File: src/rtl/load_store_unit.sv
// rtl/load_store_unit.sv - RV32I load/store unit: IDLE/REQ/DONE handshake with lane steering and timeout
// Optional feature macro: MISALIGN_TRAP_EN (misaligned accesses complete at once with misalign_err)
module load_store_unit #(
   parameter int TIMEOUT = 16
) (
   input  logic        i_clk,
   input  logic        i_rst,
   input  logic        i_start,
   input  logic        i_we,
   input  logic [2:0]  i_funct3,
   input  logic [31:0] i_addr,
   input  logic [31:0] i_wdata,
   output logic [31:0] o_rdata,
   output logic        o_busy,
   output logic        o_done,
   output logic        o_misalign_err,
   output logic        o_timeout_err,
   output logic        o_mem_req,
   output logic        o_mem_we,
   output logic [31:0] o_mem_addr,
   output logic [31:0] o_mem_wdata,
   output logic [3:0]  o_mem_wstrb,
   input  logic [31:0] i_mem_rdata,
   input  logic        i_mem_ready
);
   typedef enum logic [1:0] {S_IDLE, S_REQ, S_DONE} state_t;

   localparam logic [7:0] LP_LAST = 8'(TIMEOUT - 1);
   localparam logic [1:0] SZ_B = 2'd0;
   localparam logic [1:0] SZ_H = 2'd1;
   localparam logic [1:0] SZ_W = 2'd2;

   // Encodings without a defined size (and LBU/LHU codes on stores) fall back to word access.
   function automatic logic [1:0] f_size(input logic we, input logic [2:0] f3);
      if (f3 == 3'b000 || (!we && f3 == 3'b100)) return SZ_B;
      if (f3 == 3'b001 || (!we && f3 == 3'b101)) return SZ_H;
      return SZ_W;
   endfunction

   state_t      r_state, w_next;
   logic        r_we;
   logic [2:0]  r_funct3;
   logic [31:0] r_addr, r_wdata, r_rdata;
   logic [7:0]  r_cnt;
   logic        r_terr;

   logic [1:0]  w_size;
   logic [7:0]  w_byte;
   logic [15:0] w_half;
   logic [31:0] w_load, w_st_data;
   logic [3:0]  w_st_strb;
   logic        w_trap, w_req, w_last;

`ifdef MISALIGN_TRAP_EN
   logic       r_merr;
   logic [1:0] w_in_size;

   assign w_in_size = f_size(i_we, i_funct3);
   assign w_trap    = (w_in_size == SZ_H && i_addr[0]) ||
                      (w_in_size == SZ_W && i_addr[1:0] != 2'b00);
   assign o_misalign_err = (r_state == S_DONE) && r_merr;

   always_ff @(posedge i_clk) begin
      if (i_rst)
         r_merr <= 1'b0;
      else if (r_state == S_IDLE && i_start)
         r_merr <= w_trap;
   end
`else
   assign w_trap         = 1'b0;
   assign o_misalign_err = 1'b0;
`endif

   assign w_size = f_size(r_we, r_funct3);
   assign w_byte = i_mem_rdata[{r_addr[1:0], 3'b000} +: 8];
   assign w_half = i_mem_rdata[{r_addr[1], 4'b0000} +: 16];
   assign w_req  = (r_state == S_REQ);
   assign w_last = (r_cnt == LP_LAST);

   always_comb begin
      w_load = i_mem_rdata;
      case (w_size)
         SZ_B:    w_load = {{24{w_byte[7] & ~r_funct3[2]}}, w_byte};
         SZ_H:    w_load = {{16{w_half[15] & ~r_funct3[2]}}, w_half};
         default: w_load = i_mem_rdata;
      endcase
   end

   always_comb begin
      w_st_strb = 4'b1111;
      w_st_data = r_wdata;
      case (w_size)
         SZ_B: begin
            w_st_strb = 4'b0001 << r_addr[1:0];
            w_st_data = {4{r_wdata[7:0]}};
         end
         SZ_H: begin
            w_st_strb = r_addr[1] ? 4'b1100 : 4'b0011;
            w_st_data = {2{r_wdata[15:0]}};
         end
         default: begin
            w_st_strb = 4'b1111;
            w_st_data = r_wdata;
         end
      endcase
   end

   assign o_busy        = (r_state != S_IDLE);
   assign o_done        = (r_state == S_DONE);
   assign o_timeout_err = (r_state == S_DONE) && r_terr;
   assign o_mem_req     = w_req;
   assign o_mem_we      = w_req && r_we;
   assign o_mem_addr    = w_req ? {r_addr[31:2], 2'b00} : 32'd0;
   assign o_mem_wdata   = w_req ? w_st_data : 32'd0;
   assign o_mem_wstrb   = (w_req && r_we) ? w_st_strb : 4'b0000;
   assign o_rdata       = r_rdata;

   always_comb begin
      w_next = r_state;
      case (r_state)
         S_IDLE:  if (i_start) w_next = w_trap ? S_DONE : S_REQ;
         S_REQ:   if (i_mem_ready || w_last) w_next = S_DONE;
         S_DONE:  w_next = S_IDLE;
         default: w_next = S_IDLE;
      endcase
   end

   always_ff @(posedge i_clk) begin
      if (i_rst)
         r_state <= S_IDLE;
      else
         r_state <= w_next;
   end

   // Completion is checked before the timeout, so a ready on the last allowed cycle wins.
   always_ff @(posedge i_clk) begin
      if (i_rst) begin
         r_we     <= 1'b0;
         r_funct3 <= 3'b000;
         r_addr   <= 32'd0;
         r_wdata  <= 32'd0;
         r_rdata  <= 32'd0;
         r_cnt    <= 8'd0;
         r_terr   <= 1'b0;
      end else begin
         case (r_state)
            S_IDLE: begin
               if (i_start) begin
                  r_we     <= i_we;
                  r_funct3 <= i_funct3;
                  r_addr   <= i_addr;
                  r_wdata  <= i_wdata;
                  r_cnt    <= 8'd0;
                  r_terr   <= 1'b0;
               end
            end
            S_REQ: begin
               if (i_mem_ready) begin
                  if (!r_we) r_rdata <= w_load;
               end else if (w_last) begin
                  r_terr <= 1'b1;
               end else begin
                  r_cnt <= r_cnt + 8'd1;
               end
            end
            default: ;
         endcase
      end
   end
endmodule

File: config.mk
export PLATFORM = sky130hd
export DESIGN_NAME = load_store_unit
export DESIGN_NICKNAME = d
export VERILOG_FILES = /design/src/rtl/load_store_unit.sv
export SDC_FILE = /design/constraint.sdc
export NUM_CORES = 1
export LEC_CHECK = 0
export ABC_AREA = 1
export CORE_MARGIN = 8
export CORE_UTILIZATION = 32
export CTS_CLUSTER_SIZE = 10
export DETAILED_ROUTE_END_ITERATION = 12
export MAX_ROUTING_LAYER = met4
export SYNTH_ARGS = -nofsm -noshare
export SYNTH_HDL_FRONTEND = slang
export SYNTH_SLANG_ARGS = --single-unit
File: constraint.sdc
create_clock -name i_clk -period 1.5 [get_ports i_clk]
set_input_delay 0.3 -clock i_clk [delete_from_list [all_inputs] [get_ports i_clk]]
set_output_delay 0.3 -clock i_clk [all_outputs]
set_load 0.02 [all_outputs]
Word-level counts from Yosys, hierarchy flattened
Cells that the tools add are included.
{ "totals": {"ff_bits": 111, "out_inout_bits": 106, "word_cells": 71} }
{ "op_classes": {"n_reduce_logical": 18, "bitwise_logic": 4, "n_mux": 25, "eq_ne": 12, "addsub": 1, "n_shift": 3} }
{ "ops": {"columns": ["op", "n"], "rows": [
  ["32-bit case mux with 2 select lines", 2],
  ["32-bit 2-to-1 mux", 2],
  ["32-bit by 6-bit indexed part select with 16-bit output", 1],
  ["32-bit by 6-bit indexed part select with 8-bit output", 1],
  ["8-bit 2-to-1 mux", 3],
  ["8-bit case mux with 2 select lines", 1],
  ["2-bit 2-to-1 mux", 6],
  ["8-bit by 1-bit adder with 8-bit output, second input constant", 1],
  ["8-bit by 4-bit equality test with 1-bit output, second input constant", 1],
  ["4-bit 2-to-1 mux", 2],
  ["4-bit case mux with 2 select lines", 1],
  ["4-bit AND reduction", 2],
  ["3-bit equality test, second input constant", 2],
  ["1-bit 2-to-1 mux", 6],
  ["2-bit != test, second input constant", 3],
  ["2-bit by 1-bit equality test with 1-bit output, second input constant", 2],
  ["1-bit logical AND", 4],
  ["2-bit logical NOT", 2],
  ["2-bit by 1-bit != test with 1-bit output, second input constant", 2],
  ["2-bit case mux with 2 select lines", 1],
  ["2-bit AND reduction", 2],
  ["2-bit nonzero test", 2],
  ["1-bit by 2-bit << shifter with 4-bit output, first input constant", 1],
  ["3-bit by 1-bit equality test with 1-bit output, second input constant", 1],
  ["other kinds (8)", 12]
]} }

Longest topological paths before layout
Gate-level depths: netlist of run 1.
{ "depth": {"word_depth": 10, "depth_mapped": 9} }

Worst setup path after synthesis of run 1
Ideal clock, no wire load.
{ "synth_path": {"path_kind": "reg-to-output", "startpoint": "register r_state[0]", "endpoint": "output o_mem_wstrb[1]", "slack_ns": -0.227, "path_stages_with_launch": 7, "t_arrival_ns": 1.427, "n_path_buf": 0, "cell_sequence": "dfxtp_1 -> inv_2 -> nor2_4 -> inv_2 -> nor2_1 -> inv_1 -> a21oi_1"} }
{ "synth_between": {"elab_chain_len": 3} }
{ "synth_rtl": {"columns": ["element", "line", "rtl"], "rows": [
  ["start, declared", "40", "state_t r_state, w_next;"],
  ["start signal, assigned", "132", "r_state <= w_next;"],
  ["2-bit by 1-bit equality test with 1-bit output", "77", "assign w_req = (r_state == S_REQ);"],
  ["1-bit logical AND", null, null],
  ["via o_mem_we", "19", "output logic o_mem_we,"],
  ["4-bit 2-to-1 mux", "115", "assign o_mem_wstrb = (w_req && r_we) ? w_st_strb : 4'b0000;"],
  ["end, declared", "22", "output logic [3:0] o_mem_wstrb,"]
]} }
The timed path passes the listed nets, and every way through them passes these cells.

Worst setup path in the final report of run 1
{ "layout_path": {"startpoint": "register r_we", "endpoint": "output o_mem_wdata[15]"} }
{ "layout_between": {"elab_chain_len": 10, "elab_cells_between_ends": 15, "classes_between": "1 x eq/ne; 8 x mux; 6 x reduce/logical"} }
{ "layout_rtl": {"columns": ["element", "line", "rtl"], "rows": [
  ["start, declared", "41", "logic r_we;"],
  ["start signal, assigned", "149", "r_we <= i_we;"],
  ["1-bit logical NOT (*)", null, null],
  ["1-bit logical AND", "36", "if (f3 == 3'b001 || (!we && f3 == 3'b101)) return SZ_H;"],
  ["1-bit logical OR", "36", null],
  ["1-bit 2-to-1 mux (2 in series)", "36", null],
  ["2-bit 2-to-1 mux", "37", "return SZ_W;"],
  ["2-bit 2-to-1 mux (*)", "36", null],
  ["2-bit by 1-bit equality test with 1-bit output / 2-bit logical NOT (equally long branches)", "92", "case (w_size)"],
  ["32-bit case mux with 2 select lines (*)", "92", null],
  ["32-bit 2-to-1 mux (*)", "114", "assign o_mem_wdata = w_req ? w_st_data : 32'd0;"],
  ["end, declared", "21", "output logic [31:0] o_mem_wdata,"]
]} }
Mark *: on every way between the ends. The rest lies on a longest branch, timed or not. The select of a mux whose other input is x is not followed.

==> results of run 1 <==
[flip-flops by register name, summed over array words and instances, names as in the netlist]
signal and count:
o_rdata 32, r_addr 32, r_wdata 32, r_cnt 8
r_funct3 3, r_state 2, r_terr 1, r_we 1
[worst max-delay path: cells and delay by family (launching register included)]
| kind | cells | cell delay [ns] |
|---|---|---|
| buffers and inverters | 1 | 0.27 |
| AO/OA/AOI/OAI | 1 | 0.16 |
| AND/OR/NAND/NOR | 5 | 0.52 |
| flip-flops | 1 | 0.35 |
[Yosys cell counts, types with 2 or more instances]
cell / count
sky130_fd_sc_hd__nor2_1: 189
sky130_fd_sc_hd__nand2_1: 118
sky130_fd_sc_hd__dfxtp_1: 111
sky130_fd_sc_hd__inv_1: 110
sky130_fd_sc_hd__o21ai_0: 90
sky130_fd_sc_hd__a21oi_1: 74
sky130_fd_sc_hd__o21ai_1: 26
sky130_fd_sc_hd__nand3_1: 24
sky130_fd_sc_hd__clkbuf_1: 18
sky130_fd_sc_hd__buf_2: 15
sky130_fd_sc_hd__nand4_1: 11
sky130_fd_sc_hd__buf_4: 10
sky130_fd_sc_hd__inv_2: 9
sky130_fd_sc_hd__nor3_1: 9
sky130_fd_sc_hd__o22ai_1: 7
sky130_fd_sc_hd__buf_6: 6
sky130_fd_sc_hd__o211ai_1: 5
sky130_fd_sc_hd__nand2_2: 4
sky130_fd_sc_hd__nand3_2: 3
sky130_fd_sc_hd__or2_2: 3
sky130_fd_sc_hd__buf_1: 2
sky130_fd_sc_hd__nor2_4: 2
sky130_fd_sc_hd__nor3b_1: 2
[power by group through the flow]
stage	clock [mW]	combinational (mW)	sequential [mW]
3_3_place_gp	0	2.29	3.35
5_1_grt	2.66	3.20	3.33
6_report	2.47	2.97	3.30
4_1_cts	2.52	2.76	3.29
3_5_place_dp	0	2.31	3.35
2_1_floorplan	0	1.16	3.39
[repair_timing]
action | 4_1_cts | 5_1_grt
cloned | 15 | 2
resized for setup | 562 | 147
hold endpoints to repair | 0 | 0
buffers inserted | 22 | 18
pin swaps | 19 | 60
endpoints found under the setup margin | 115 | 112
[logic make-up (layout without fill, tap and decap cells)]
family / after synthesis / count (layout)
and+or+nand+nor: 370 / 371
AOI/OAI and AO/OA: 204 / 204
buffers and inverters: 172 / 452
DFF: 111 / 111
adders and majority gates: 1 / 1
other: 1 / 4
xor gates and xnor gates: 1 / 1
[per-layer routing]
metal	share of wire (%)	track usage (%)
met1	42	24.3
met2	48	31.7
met3	8.5	6.50
met4	1.2	5.41
met5	0	-
[layout make-up]
cell class | count | area, µm²
fillers | 1577 | 7030
clock buffers | 11 | 253
repair buffers | 314 | 3420
multi-input cells | 580 | 3440
diodes | 1 | 2.50
clock inverters | 5 | 48.8
flip-flops and latches | 111 | 2230
well taps | 225 | 282
inverters | 120 | 500
repair inverters | 2 | 28.8
[through the flow]
stage	hold slack, ns	cell area, µm²	total power [mW]	instances
final	0.478	10200	8.74	1369
after global placement	0.440	8420	5.64	1306
after detailed placement	0.445	8420	5.65	1306
after global routing	0.499	10200	9.18	1369
after CTS	0.464	9720	8.56	1359
after floorplan	0.430	5720	4.55	862
[path summary, 6_finish.rpt]
check | startpoint | to
min reg2reg | o_rdata[6] | o_rdata[6]
min | o_rdata[6] | o_rdata[6]
max reg2reg | r_state[0] | o_rdata[20]
max | r_we | o_mem_wdata[15]
==> metrics.txt, run 1 <==
# TYPE chip_impl_metric gauge
chip_impl_metric{name="cts.hold.buffers_added",unit=""} 0
chip_impl_metric{name="power_report.internal_total",unit="mW"} 5.80
chip_impl_metric{name="report.final.slew_viol_count",unit=""} 0
chip_impl_metric{name="post-route-min-period",unit="ns"} 1.97
chip_impl_metric{name="wl",unit="µm"} 22600
chip_impl_info{name="critical_path.most_common_cell",value="sky130_fd_sc_hd__nand2_4"} 1
chip_impl_info{name="synth_top_family_by_area",value="simple AND/OR/NAND/NOR gates"} 1
chip_impl_metric{name="syn-instance-count",unit=""} 860
chip_impl_info{name="tritoncts",value="done"} 1
chip_impl_metric{name="num_io_pins",unit=""} 210
chip_impl_metric{name="post_route_cells_drive_above_1_share",unit="%"} 32.4
chip_impl_metric{name="num_vias",unit=""} 6570
chip_impl_metric{name="static-leakage-power",unit="nW"} 4.45
chip_impl_metric{name="dieWidth",unit="µm"} 148
chip_impl_info{name="rsz0062_at_grt",value="yes"} 1
chip_impl_metric{name="drtAntennaViolNets",unit=""} 0
chip_impl_metric{name="vdd_ir_drop_max",unit="V"} 0.000613
chip_impl_metric{name="timing.critical_path.fanout_max",unit=""} 6
chip_impl_info{name="worstSetupPathType",value="reg2out"} 1
chip_impl_metric{name="setup_violations",unit=""} 109
chip_impl_metric{name="regToRegSetupSlack",unit="ns"} -0.27
chip_impl_metric{name="synth.yosys.warnings",unit=""} 0
chip_impl_metric{name="worst_setup_hold_path_clk_slew",unit="ns"} 0.08
chip_impl_metric{name="maxClockFrequency",unit="MHz"} 507
chip_impl_info{name="outcome",value="finished with violations"} 1
chip_impl_metric{name="yosysSeqAreaShare",unit="%"} 39.7
chip_impl_metric{name="grt_antenna_before_repair",unit=""} 1
chip_impl_metric{name="timing.critical_path.arrival",unit="ns"} 1.67
chip_impl_info{name="cts.root.buffer_cell",value="sky130_fd_sc_hd__clkbuf_16"} 1
chip_impl_metric{name="grt_overflow_total",unit=""} 0
chip_impl_metric{name="cts_max_level",unit=""} 3
chip_impl_metric{name="netSwitchingFraction",unit="%"} 33.7
chip_impl_metric{name="number_of_register_bits_inferred_by_synthesis",unit=""} 111
chip_impl_metric{name="layout.core_utilization",unit="%"} 59.2
chip_impl_metric{name="first_iter_violations",unit=""} 297
chip_impl_metric{name="muxShareOfSynthArea",unit="%"} 0
chip_impl_metric{name="drc_errors",unit=""} 0
chip_impl_info{name="layout_common_cells",value="sky130_fd_sc_hd__nor2_1 (115), sky130_fd_sc_hd__inv_1 (105), sky130_fd_sc_hd__dfxtp_1 (104), sky130_fd_sc_hd__clkdlybuf4s50_1 (103), sky130_fd_sc_hd__nand2_1 (102)"} 1
chip_impl_info{name="final_common_cell",value="sky130_fd_sc_hd__nor2_1"} 1
chip_impl_info{name="cpMaxStageDelayCell",value="sky130_fd_sc_hd__dfxtp_2"} 1
chip_impl_metric{name="area_delta_synth_final",unit="%"} 82.2
chip_impl_metric{name="first_pass_iters",unit=""} 5
chip_impl_metric{name="power_per_cell_area",unit="nW/µm²"} 856
chip_impl_metric{name="whs_path_depth",unit=""} 2
chip_impl_metric{name="netlist_area",unit="µm²"} 5600
chip_impl_metric{name="grt_pass1_vias",unit=""} 6432
chip_impl_metric{name="number_of_different_library_cells_in_the_post_synthesis_netlist",unit=""} 35
chip_impl_metric{name="power.share.clock",unit="%"} 28.3
chip_impl_metric{name="postLayoutSetupSlackWorst",unit="ns"} -0.471
chip_impl_metric{name="core-area",unit="µm²"} 17200
chip_impl_metric{name="worst-r2r-cell-count",unit=""} 14
chip_impl_metric{name="wl_per_cell",unit="µm"} 16.5
chip_impl_metric{name="final_hold_viol_count",unit=""} 0
chip_impl_metric{name="num-nets-final",unit=""} 1243
chip_impl_metric{name="skew_pair_late_insertion_delay",unit="ns"} 0.36
chip_impl_metric{name="maxCapViolCount",unit=""} 0
chip_impl_metric{name="die_h",unit="µm"} 148
chip_impl_metric{name="synth_async_sr_flop_share",unit="%"} 0
chip_impl_info{name="critPathCaptureType",value="output port"} 1
chip_impl_info{name="start_kind",value="flop"} 1
chip_impl_info{name="worstPathCellList",value="nand2_4 -> nand2_4 -> nor2_1 -> o21ai_1 -> nand2_2 -> nor2_2 -> clkdlybuf4s15_2"} 1
chip_impl_metric{name="synth_xor_xnor_area_share",unit="%"} 0.156
chip_impl_info{name="holdCritPathClass",value="reg2reg"} 1
chip_impl_metric{name="synth_adder_area_share",unit="%"} 0.223
chip_impl_metric{name="synth-edff-count",unit=""} 0
chip_impl_info{name="violations",value="setup timing"} 1
chip_impl_metric{name="power.net_switching",unit="mW"} 2.95
chip_impl_metric{name="grt_pass1_wl",unit="µm"} 34400
chip_impl_metric{name="timing.critical_path.required",unit="ns"} 1.20
chip_impl_metric{name="row_count",unit=""} 48
chip_impl_info{name="synth_top_area_cell",value="sky130_fd_sc_hd__dfxtp_1"} 1
chip_impl_metric{name="detailedPlace.worstSlack",unit="ns"} -0.534
chip_impl_metric{name="post_synth_and_or_nand_nor_area_fraction",unit="%"} 27.8
chip_impl_metric{name="routabilityCongestion",unit=""} 0.851
chip_impl_metric{name="initial_utilization",unit="%"} 32.5
chip_impl_metric{name="timing.setup.tns",unit="ns"} -30.84
chip_impl_metric{name="power_frac_comb",unit="%"} 33.9
chip_impl_metric{name="syn-mean-instance-area",unit="µm²"} 6.51
chip_impl_metric{name="tritoncts.num_buffers",unit=""} 9
chip_impl_metric{name="skew",unit="ns"} 0.0100
chip_impl_metric{name="hpwlAfterDp",unit="µm"} 15200
chip_impl_metric{name="portion_of_the_clock_cycle_consumed_by_the_worst_path_in_the_final_layout",unit="%"} 131
chip_impl_metric{name="post_drt_via_cell_ratio",unit=""} 4.80
chip_impl_metric{name="grt_start_max_net_pins",unit=""} 53
chip_impl_info{name="ys_top_cells_by_area",value="sky130_fd_sc_hd__dfxtp_1 (40%), sky130_fd_sc_hd__nor2_1 (13%), sky130_fd_sc_hd__o21ai_0 (8.0%)"} 1
chip_impl_metric{name="placement.io_buffers",unit=""} 206
chip_impl_info{name="dominantRegCellSynth",value="sky130_fd_sc_hd__dfxtp_1"} 1
chip_impl_metric{name="gr_usage_total",unit="%"} 20.1
chip_impl_metric{name="tritoncts_num_sinks",unit=""} 111
chip_impl_metric{name="critPathMaxStageDelay",unit="ns"} 0.35
chip_impl_metric{name="clock_tree.buffer_depth",unit=""} 2
chip_impl_metric{name="die_area",unit="µm²"} 22000
chip_impl_metric{name="power.sequential.fraction",unit="%"} 37.8
chip_impl_metric{name="synth_top_area_share",unit="%"} 39.7
chip_impl_metric{name="synth-compound-area-share",unit="%"} 18.7
Power figures use the tool's default switching activity.
==> inputs of run 2 (changes only) <==
- GPL_TIMING_DRIVEN: not set -> 0
- clock period: 1.5 -> 2 ns (I/O delays scaled with it)
==> metrics.txt, run 2 (synthesis gave the netlist of run 1 again) <==
# TYPE chip_impl_metric gauge
chip_impl_metric{name="skew_pair_late_insertion_delay",unit="ns"} 0.36
chip_impl_info{name="rsz0062_at_grt",value="yes"} 1
chip_impl_info{name="cp-startpoint",value="r_funct3[1]"} 1
chip_impl_metric{name="power_per_cell_area",unit="nW/µm²"} 716
chip_impl_info{name="final_common_cell",value="sky130_fd_sc_hd__nor2_1"} 1
chip_impl_metric{name="post_drt_via_cell_ratio",unit=""} 4.70
chip_impl_metric{name="area_delta_synth_final",unit="%"} 52.6
chip_impl_metric{name="report.final.slew_viol_count",unit=""} 0
chip_impl_metric{name="final_hold_viol_count",unit=""} 0
chip_impl_metric{name="num_io_pins",unit=""} 210
chip_impl_metric{name="critPathBufInv",unit=""} 3
chip_impl_metric{name="row_count",unit=""} 48
chip_impl_metric{name="timing.critical_path.required",unit="ns"} 1.60
chip_impl_info{name="critical_path.reg2reg.endpoint",value="r_cnt[5]"} 1
chip_impl_info{name="critical_path.most_common_cell",value="sky130_fd_sc_hd__buf_4"} 1
chip_impl_metric{name="regToRegSetupSlack",unit="ns"} 0.34
chip_impl_metric{name="num-nets-final",unit=""} 1198
chip_impl_metric{name="post-route-min-period",unit="ns"} 1.98
chip_impl_metric{name="drc_errors",unit=""} 0
chip_impl_metric{name="post_route_cells_drive_above_1_share",unit="%"} 18.1
chip_impl_metric{name="timing.setup.tns",unit="ns"} 0
chip_impl_metric{name="tritoncts_num_sinks",unit=""} 111
chip_impl_info{name="cpMaxStageDelayCell",value="sky130_fd_sc_hd__dfxtp_4"} 1
chip_impl_info{name="worstSetupPathType",value="reg2out"} 1
chip_impl_metric{name="first_pass_iters",unit=""} 5
chip_impl_info{name="tritoncts",value="done"} 1
chip_impl_metric{name="grt_pass1_vias",unit=""} 6109
chip_impl_metric{name="grt_pass1_wl",unit="µm"} 33000
chip_impl_metric{name="wl_per_cell",unit="µm"} 16.1
chip_impl_metric{name="worst_setup_hold_path_clk_slew",unit="ns"} 0.08
chip_impl_metric{name="tritoncts.num_buffers",unit=""} 9
chip_impl_info{name="outcome",value="finished clean"} 1
chip_impl_metric{name="slew-limit-headroom",unit="%"} 62.4
chip_impl_metric{name="initial_utilization",unit="%"} 32.5
chip_impl_metric{name="whs_path_depth",unit=""} 2
chip_impl_metric{name="wl",unit="µm"} 21300
chip_impl_metric{name="first_iter_violations",unit=""} 393
chip_impl_metric{name="timing.critical_path.fanout_max",unit=""} 4
chip_impl_metric{name="drtAntennaViolNets",unit=""} 0
chip_impl_metric{name="grt_start_max_net_pins",unit=""} 20
chip_impl_metric{name="static-leakage-power",unit="nW"} 3.83
chip_impl_info{name="cts.root.buffer_cell",value="sky130_fd_sc_hd__clkbuf_16"} 1
chip_impl_metric{name="dieWidth",unit="µm"} 148
chip_impl_metric{name="portion_of_the_clock_cycle_consumed_by_the_worst_path_in_the_final_layout",unit="%"} 99.2
chip_impl_info{name="layout_common_cells",value="sky130_fd_sc_hd__nor2_1 (168), sky130_fd_sc_hd__clkdlybuf4s50_1 (135), sky130_fd_sc_hd__nand2_1 (115), sky130_fd_sc_hd__inv_1 (107), sky130_fd_sc_hd__dfxtp_1 (106)"} 1
chip_impl_metric{name="grt_overflow_total",unit=""} 0
chip_impl_metric{name="hpwlAfterDp",unit="µm"} 16500
chip_impl_metric{name="placement.io_buffers",unit=""} 206
chip_impl_info{name="start_kind",value="flop"} 1
chip_impl_metric{name="skew",unit="ns"} 0.00905
chip_impl_metric{name="cts_max_level",unit=""} 3
chip_impl_metric{name="cts.hold.buffers_added",unit=""} 0
chip_impl_metric{name="timing.hold.ws",unit="ns"} 0.454
chip_impl_metric{name="timing.critical_path.arrival",unit="ns"} 1.58
chip_impl_metric{name="vdd_ir_drop_max",unit="V"} 0.000480
chip_impl_metric{name="maxClockFrequency",unit="MHz"} 504
chip_impl_metric{name="critPathMaxStageDelay",unit="ns"} 0.37
chip_impl_info{name="critPathTopFamily",value="buffers and inverters"} 1
chip_impl_metric{name="tightestPinTransition",unit="ns"} 0.564
chip_impl_info{name="worst_hold_startpoint",value="r_addr[7]"} 1
chip_impl_info{name="critPathCaptureType",value="output port"} 1
chip_impl_metric{name="worst-r2r-cell-count",unit=""} 8
chip_impl_metric{name="gr_usage_total",unit="%"} 19.6
chip_impl_metric{name="routabilityCongestion",unit=""} 0.933
chip_impl_metric{name="core-area",unit="µm²"} 17200
chip_impl_metric{name="clock_tree.buffer_depth",unit=""} 2
chip_impl_info{name="timing.hold.worst_endpoint",value="r_addr[7]"} 1
chip_impl_metric{name="maxCapViolCount",unit=""} 0
chip_impl_info{name="worst_r2r_startpoint",value="r_cnt[0]"} 1
chip_impl_info{name="worstPathCellList",value="inv_6 -> nand3_4 -> buf_4 -> nand2_1 -> nand2_2 -> a21oi_2 -> buf_4"} 1
chip_impl_metric{name="setup_violations",unit=""} 0
chip_impl_metric{name="die_h",unit="µm"} 148
chip_impl_metric{name="num_vias",unit=""} 6234
chip_impl_info{name="holdCritPathClass",value="reg2reg"} 1
chip_impl_metric{name="grt_antenna_before_repair",unit=""} 1
chip_impl_metric{name="die_area",unit="µm²"} 22000
run 2: timing repair:
action	4_1_cts	5_1_grt
resized for setup	365	77
cloned	1	0
setup buffers	12	2
setup endpoints to repair	68	64
pin swaps	7	4
run 2: cell type report:
class / instances / area [µm²]
Antenna cell: 2 / 5.00
Timing Repair Buffer: 221 / 2030
Sequential cell: 111 / 2230
Tap cell: 225 / 282
Multi-Input combinational cell: 579 / 2810
Buffer: 51 / 390
Clock inverter: 6 / 77.6
Fill cell: 1810 / 8690
Inverter: 120 / 475
Clock buffer: 10 / 239
run 2: worst reg2reg max path, delay by kind of cell, from the launching register on:
kind	cells	cell delay, ns
AOI/OAI and AO/OA	1	0.06
adders and majority gates	1	0.21
DFF	1	0.43
and+or+nand+nor	6	0.85
run 2: power breakdown:
part | leakage (nW) | switching, mW | total [mW] | internal, mW
Sequential | 0.915 | 0.0954 | 2.48 | 2.38
Clock | 0.153 | 0.897 | 1.93 | 1.03
Combinational | 2.76 | 0.980 | 1.71 | 0.732
Total | 3.83 | 1.97 | 6.12 | 4.14
run 2: per-layer routing:
layer / share of wire (%) / GRT usage [%] / vias up
li1: - / - / 3183
met2: 44 / 29.8 / 248
met4: 2.0 / 6.58 / 0
met5: 0 / - / -
met1: 45 / 23.8 / 2778
met3: 9.6 / 6.99 / 25
run 2: per-stage QoR:
step	setup WS [ns]	cell area [µm²]	cells	utilization, %	power, mW
global route	-0.0511	8550	1324	49.6	6.43
detailed placement	-0.423	7950	1293	46.1	4.08
floorplan	0.173	5610	862	-	3.37
finish	0.0167	8550	1325	49.6	6.12
global placement	-0.404	7950	1293	46.1	4.07
CTS	-0.101	8320	1321	48.3	6.09
run 2: how the worst max path moves through the flow:
stage                      end  slack, ns  cells after the start
2_1_floorplan   o_mem_wstrb[1]       0.17                      6
3_3_place_gp    o_mem_wstrb[1]      -0.40                      7
3_5_place_dp    o_mem_wstrb[3]      -0.42                      6
4_1_cts        o_mem_wdata[29]      -0.10                      7
5_1_grt        o_mem_wdata[24]      -0.05                      8
6_report       o_mem_wdata[11]       0.02                      7
==> inputs of run 3 (changes only) <==
- SETUP_SLACK_MARGIN: not set -> 0.5
- SLEW_MARGIN: not set -> 25
==> metrics.txt, run 3 (synthesis gave the netlist of run 1 again) <==
# TYPE chip_impl_metric gauge
chip_impl_metric{name="post-route-min-period",unit="ns"} 2.11
chip_impl_metric{name="area_delta_synth_final",unit="%"} 75.5
chip_impl_metric{name="die_h",unit="µm"} 148
chip_impl_metric{name="post_route_cells_drive_above_1_share",unit="%"} 30.3
chip_impl_metric{name="n_fill_cell",unit=""} 1612
chip_impl_info{name="cpMaxStageDelayCell",value="sky130_fd_sc_hd__dfxtp_2"} 1
chip_impl_metric{name="grt_pass1_wl",unit="µm"} 34700
chip_impl_metric{name="gr_usage_total",unit="%"} 20.6
chip_impl_info{name="start_kind",value="flop"} 1
chip_impl_metric{name="skew",unit="ns"} 0.00697
chip_impl_metric{name="num-nets-final",unit=""} 1229
chip_impl_metric{name="grt_pass1_vias",unit=""} 6356
chip_impl_metric{name="grt_antenna_before_repair",unit=""} 3
chip_impl_metric{name="core-area",unit="µm²"} 17200
chip_impl_metric{name="power_per_cell_area",unit="nW/µm²"} 677
chip_impl_metric{name="wl_per_cell",unit="µm"} 16.8
chip_impl_metric{name="total_power",unit="mW"} 6.66
chip_impl_metric{name="grt_overflow_total",unit=""} 0
chip_impl_metric{name="design_area",unit="µm²"} 9840
chip_impl_metric{name="num_io_pins",unit=""} 210
chip_impl_metric{name="row_count",unit=""} 48
chip_impl_metric{name="worst_setup_hold_path_clk_slew",unit="ns"} 0.08
chip_impl_metric{name="static-leakage-power",unit="nW"} 4.36
chip_impl_info{name="timing.hold.worst_endpoint",value="o_rdata[6]"} 1
chip_impl_metric{name="timing.critical_path.required",unit="ns"} 1.60
chip_impl_metric{name="drc_errors",unit=""} 0
chip_impl_metric{name="skew_pair_late_insertion_delay",unit="ns"} 0.36
chip_impl_info{name="worstPathCellList",value="nand2_4 -> nand2_4 -> buf_12 -> buf_12 -> nor2_4 -> o21ai_2 -> nand2_2 -> nor2_4 -> buf_6"} 1
chip_impl_metric{name="regToRegSetupSlack",unit="ns"} 0.43
chip_impl_metric{name="maxCapViolCount",unit=""} 0
chip_impl_metric{name="multiInputGateArea",unit="µm²"} 3470
chip_impl_info{name="final_common_cell",value="sky130_fd_sc_hd__nor2_1"} 1
chip_impl_metric{name="drtAntennaViolNets",unit=""} 0
chip_impl_metric{name="tritoncts_num_sinks",unit=""} 111
chip_impl_metric{name="post_drt_via_cell_ratio",unit=""} 4.79
chip_impl_metric{name="routabilityCongestion",unit=""} 0.899
chip_impl_metric{name="hpwlAfterDp",unit="µm"} 16700
chip_impl_info{name="tritoncts",value="done"} 1
chip_impl_metric{name="clock_tree.buffer_depth",unit=""} 2
chip_impl_metric{name="vdd_ir_drop_max",unit="V"} 0.000494
chip_impl_metric{name="layout.core_utilization",unit="%"} 57.1
chip_impl_metric{name="grt_start_max_net_pins",unit=""} 19
chip_impl_metric{name="critPathBufInv",unit=""} 3
chip_impl_info{name="holdCritPathClass",value="reg2reg"} 1
chip_impl_metric{name="cts.hold.buffers_added",unit=""} 0
chip_impl_metric{name="tritoncts.num_buffers",unit=""} 9
chip_impl_metric{name="placement.io_buffers",unit=""} 206
chip_impl_info{name="layout_common_cells",value="sky130_fd_sc_hd__nor2_1 (125), sky130_fd_sc_hd__inv_1 (105), sky130_fd_sc_hd__dfxtp_1 (104), sky130_fd_sc_hd__nand2_1 (102), sky130_fd_sc_hd__clkdlybuf4s50_1 (102)"} 1
chip_impl_metric{name="postLayoutSetupSlackWorst",unit="ns"} -0.108
chip_impl_metric{name="first_iter_violations",unit=""} 347
chip_impl_metric{name="setup_violations",unit=""} 50
chip_impl_info{name="critPathTopFamily",value="simple AND/OR/NAND/NOR gates"} 1
chip_impl_metric{name="worst-r2r-cell-count",unit=""} 11
chip_impl_info{name="worst_hold_startpoint",value="o_rdata[6]"} 1
chip_impl_metric{name="placed_cells_incl_taps",unit=""} 1293
chip_impl_metric{name="wl",unit="µm"} 22800
chip_impl_metric{name="report.final.slew_viol_count",unit=""} 0
chip_impl_metric{name="critPathMaxStageDelay",unit="ns"} 0.36
chip_impl_info{name="critPathCaptureType",value="output port"} 1
chip_impl_metric{name="cts_max_level",unit=""} 3
chip_impl_metric{name="timing.critical_path.arrival",unit="ns"} 1.71
chip_impl_info{name="worstSetupPathType",value="reg2out"} 1
chip_impl_metric{name="maxClockFrequency",unit="MHz"} 474
chip_impl_metric{name="detailedPlace.worstSlack",unit="ns"} -0.403
chip_impl_metric{name="layoutNonFillerInstCount",unit=""} 1357
chip_impl_info{name="outcome",value="finished with violations"} 1
chip_impl_metric{name="first_pass_iters",unit=""} 5
chip_impl_info{name="worst_r2r_startpoint",value="r_funct3[2]"} 1
chip_impl_metric{name="final_hold_viol_count",unit=""} 0
chip_impl_metric{name="portion_of_the_clock_cycle_consumed_by_the_worst_path_in_the_final_layout",unit="%"} 105
chip_impl_metric{name="initial_utilization",unit="%"} 32.5
chip_impl_info{name="critical_path.reg2reg.endpoint",value="o_rdata[25]"} 1
chip_impl_metric{name="total_cell_area_at_the_placement_stage",unit="µm²"} 8450
chip_impl_metric{name="sequential_cell_area",unit="µm²"} 2240
chip_impl_metric{name="die_area",unit="µm²"} 22000
chip_impl_metric{name="num_vias",unit=""} 6503
chip_impl_info{name="rsz0062_at_grt",value="yes"} 1
chip_impl_metric{name="whs_path_depth",unit=""} 2
chip_impl_metric{name="dieWidth",unit="µm"} 148
chip_impl_info{name="cts.root.buffer_cell",value="sky130_fd_sc_hd__clkbuf_16"} 1
chip_impl_metric{name="timing.critical_path.fanout_max",unit=""} 6
chip_impl_info{name="violations",value="setup timing"} 1
[run 3: cell types whose count changed in the layout (fill, tap and decap cells not counted), moves of 12 or more]
cell	before	now
sky130_fd_sc_hd__o21ai_0	90	54
sky130_fd_sc_hd__nor2_1	168	125
sky130_fd_sc_hd__clkdlybuf4s50_1	135	102
sky130_fd_sc_hd__nor2_4	10	52
sky130_fd_sc_hd__dlygate4sd2_1	2	28
sky130_fd_sc_hd__nand2_1	115	102
sky130_fd_sc_hd__buf_12	1	13
sky130_fd_sc_hd__clkbuf_1	17	1
sky130_fd_sc_hd__buf_6	16	53
sky130_fd_sc_hd__o21ai_1	26	53
[run 3: worst reg2reg max path, stage by stage, from the launching register on]
cell and delay (ns):
sky130_fd_sc_hd__dfxtp_2 0.34, sky130_fd_sc_hd__nand2_4 0.10, sky130_fd_sc_hd__buf_4 0.12, sky130_fd_sc_hd__inv_2 0.03, sky130_fd_sc_hd__nor3_4 0.19, sky130_fd_sc_hd__buf_4 0.16
sky130_fd_sc_hd__buf_6 0.11, sky130_fd_sc_hd__nand3_4 0.11, sky130_fd_sc_hd__nand2_4 0.12, sky130_fd_sc_hd__buf_8 0.13, sky130_fd_sc_hd__o21ai_1 0.06, sky130_fd_sc_hd__inv_1 0.05
[run 3: layout make-up]
class,instances,area share [%]
diodes,3,0.0763
plain buffers,52,5.60
clock buffers,11,2.57
clock inverters,5,0.661
inverters,120,4.91
multi-input cells,580,35.2
flip-flops and latches,111,22.7
well taps,225,2.86
repair buffers,250,25.4
[run 3: how the worst max path moves through the flow]
stage / start / endpoint / cells after the start / slack (ns)
3_5_place_dp: r_funct3[0] / o_mem_wstrb[1] / 6 / -0.40
5_1_grt: r_funct3[2] / o_mem_wdata[15] / 9 / -0.17
2_1_floorplan: r_we / o_mem_wdata[11] / 5 / 0.43
3_3_place_gp: r_funct3[1] / o_mem_wstrb[1] / 7 / -0.41
4_1_cts: r_funct3[2] / o_mem_wdata[15] / 9 / -0.06
6_report: r_funct3[2] / o_mem_wdata[15] / 9 / -0.11
[run 3: repair_timing]
action	CTS	global route
pin swaps	17	19
gates cloned	2	4
setup buffers	24	15
resized for setup	537	130
setup endpoints to repair	199	174
[run 3: through the flow]
step,hold WS [ns],TNS (ns)
after global routing,0.497,-5.19
after global placement,0.445,-21.56
after CTS,0.468,-0.975
final,0.467,-1.17
after detailed placement,0.446,-21.11
after floorplan,0.430,0
[run 3: layer usage]
layer  track usage (%)  vias to the layer above  part of all wire, %
li1                  -                     3257                    -
met2              32.6                      226                   46
met3              6.84                       47                  8.5
met4              7.50                        0                  2.9
met5                 -                        -                    0
met1              24.0                     2973                   43
[run 3: power breakdown]
group	internal, mW	total (mW)	switching, mW
sequential	2.38	2.48	0.0975
clock	1.05	1.95	0.894
combinational	1.00	2.23	1.23
total	4.44	6.66	2.22
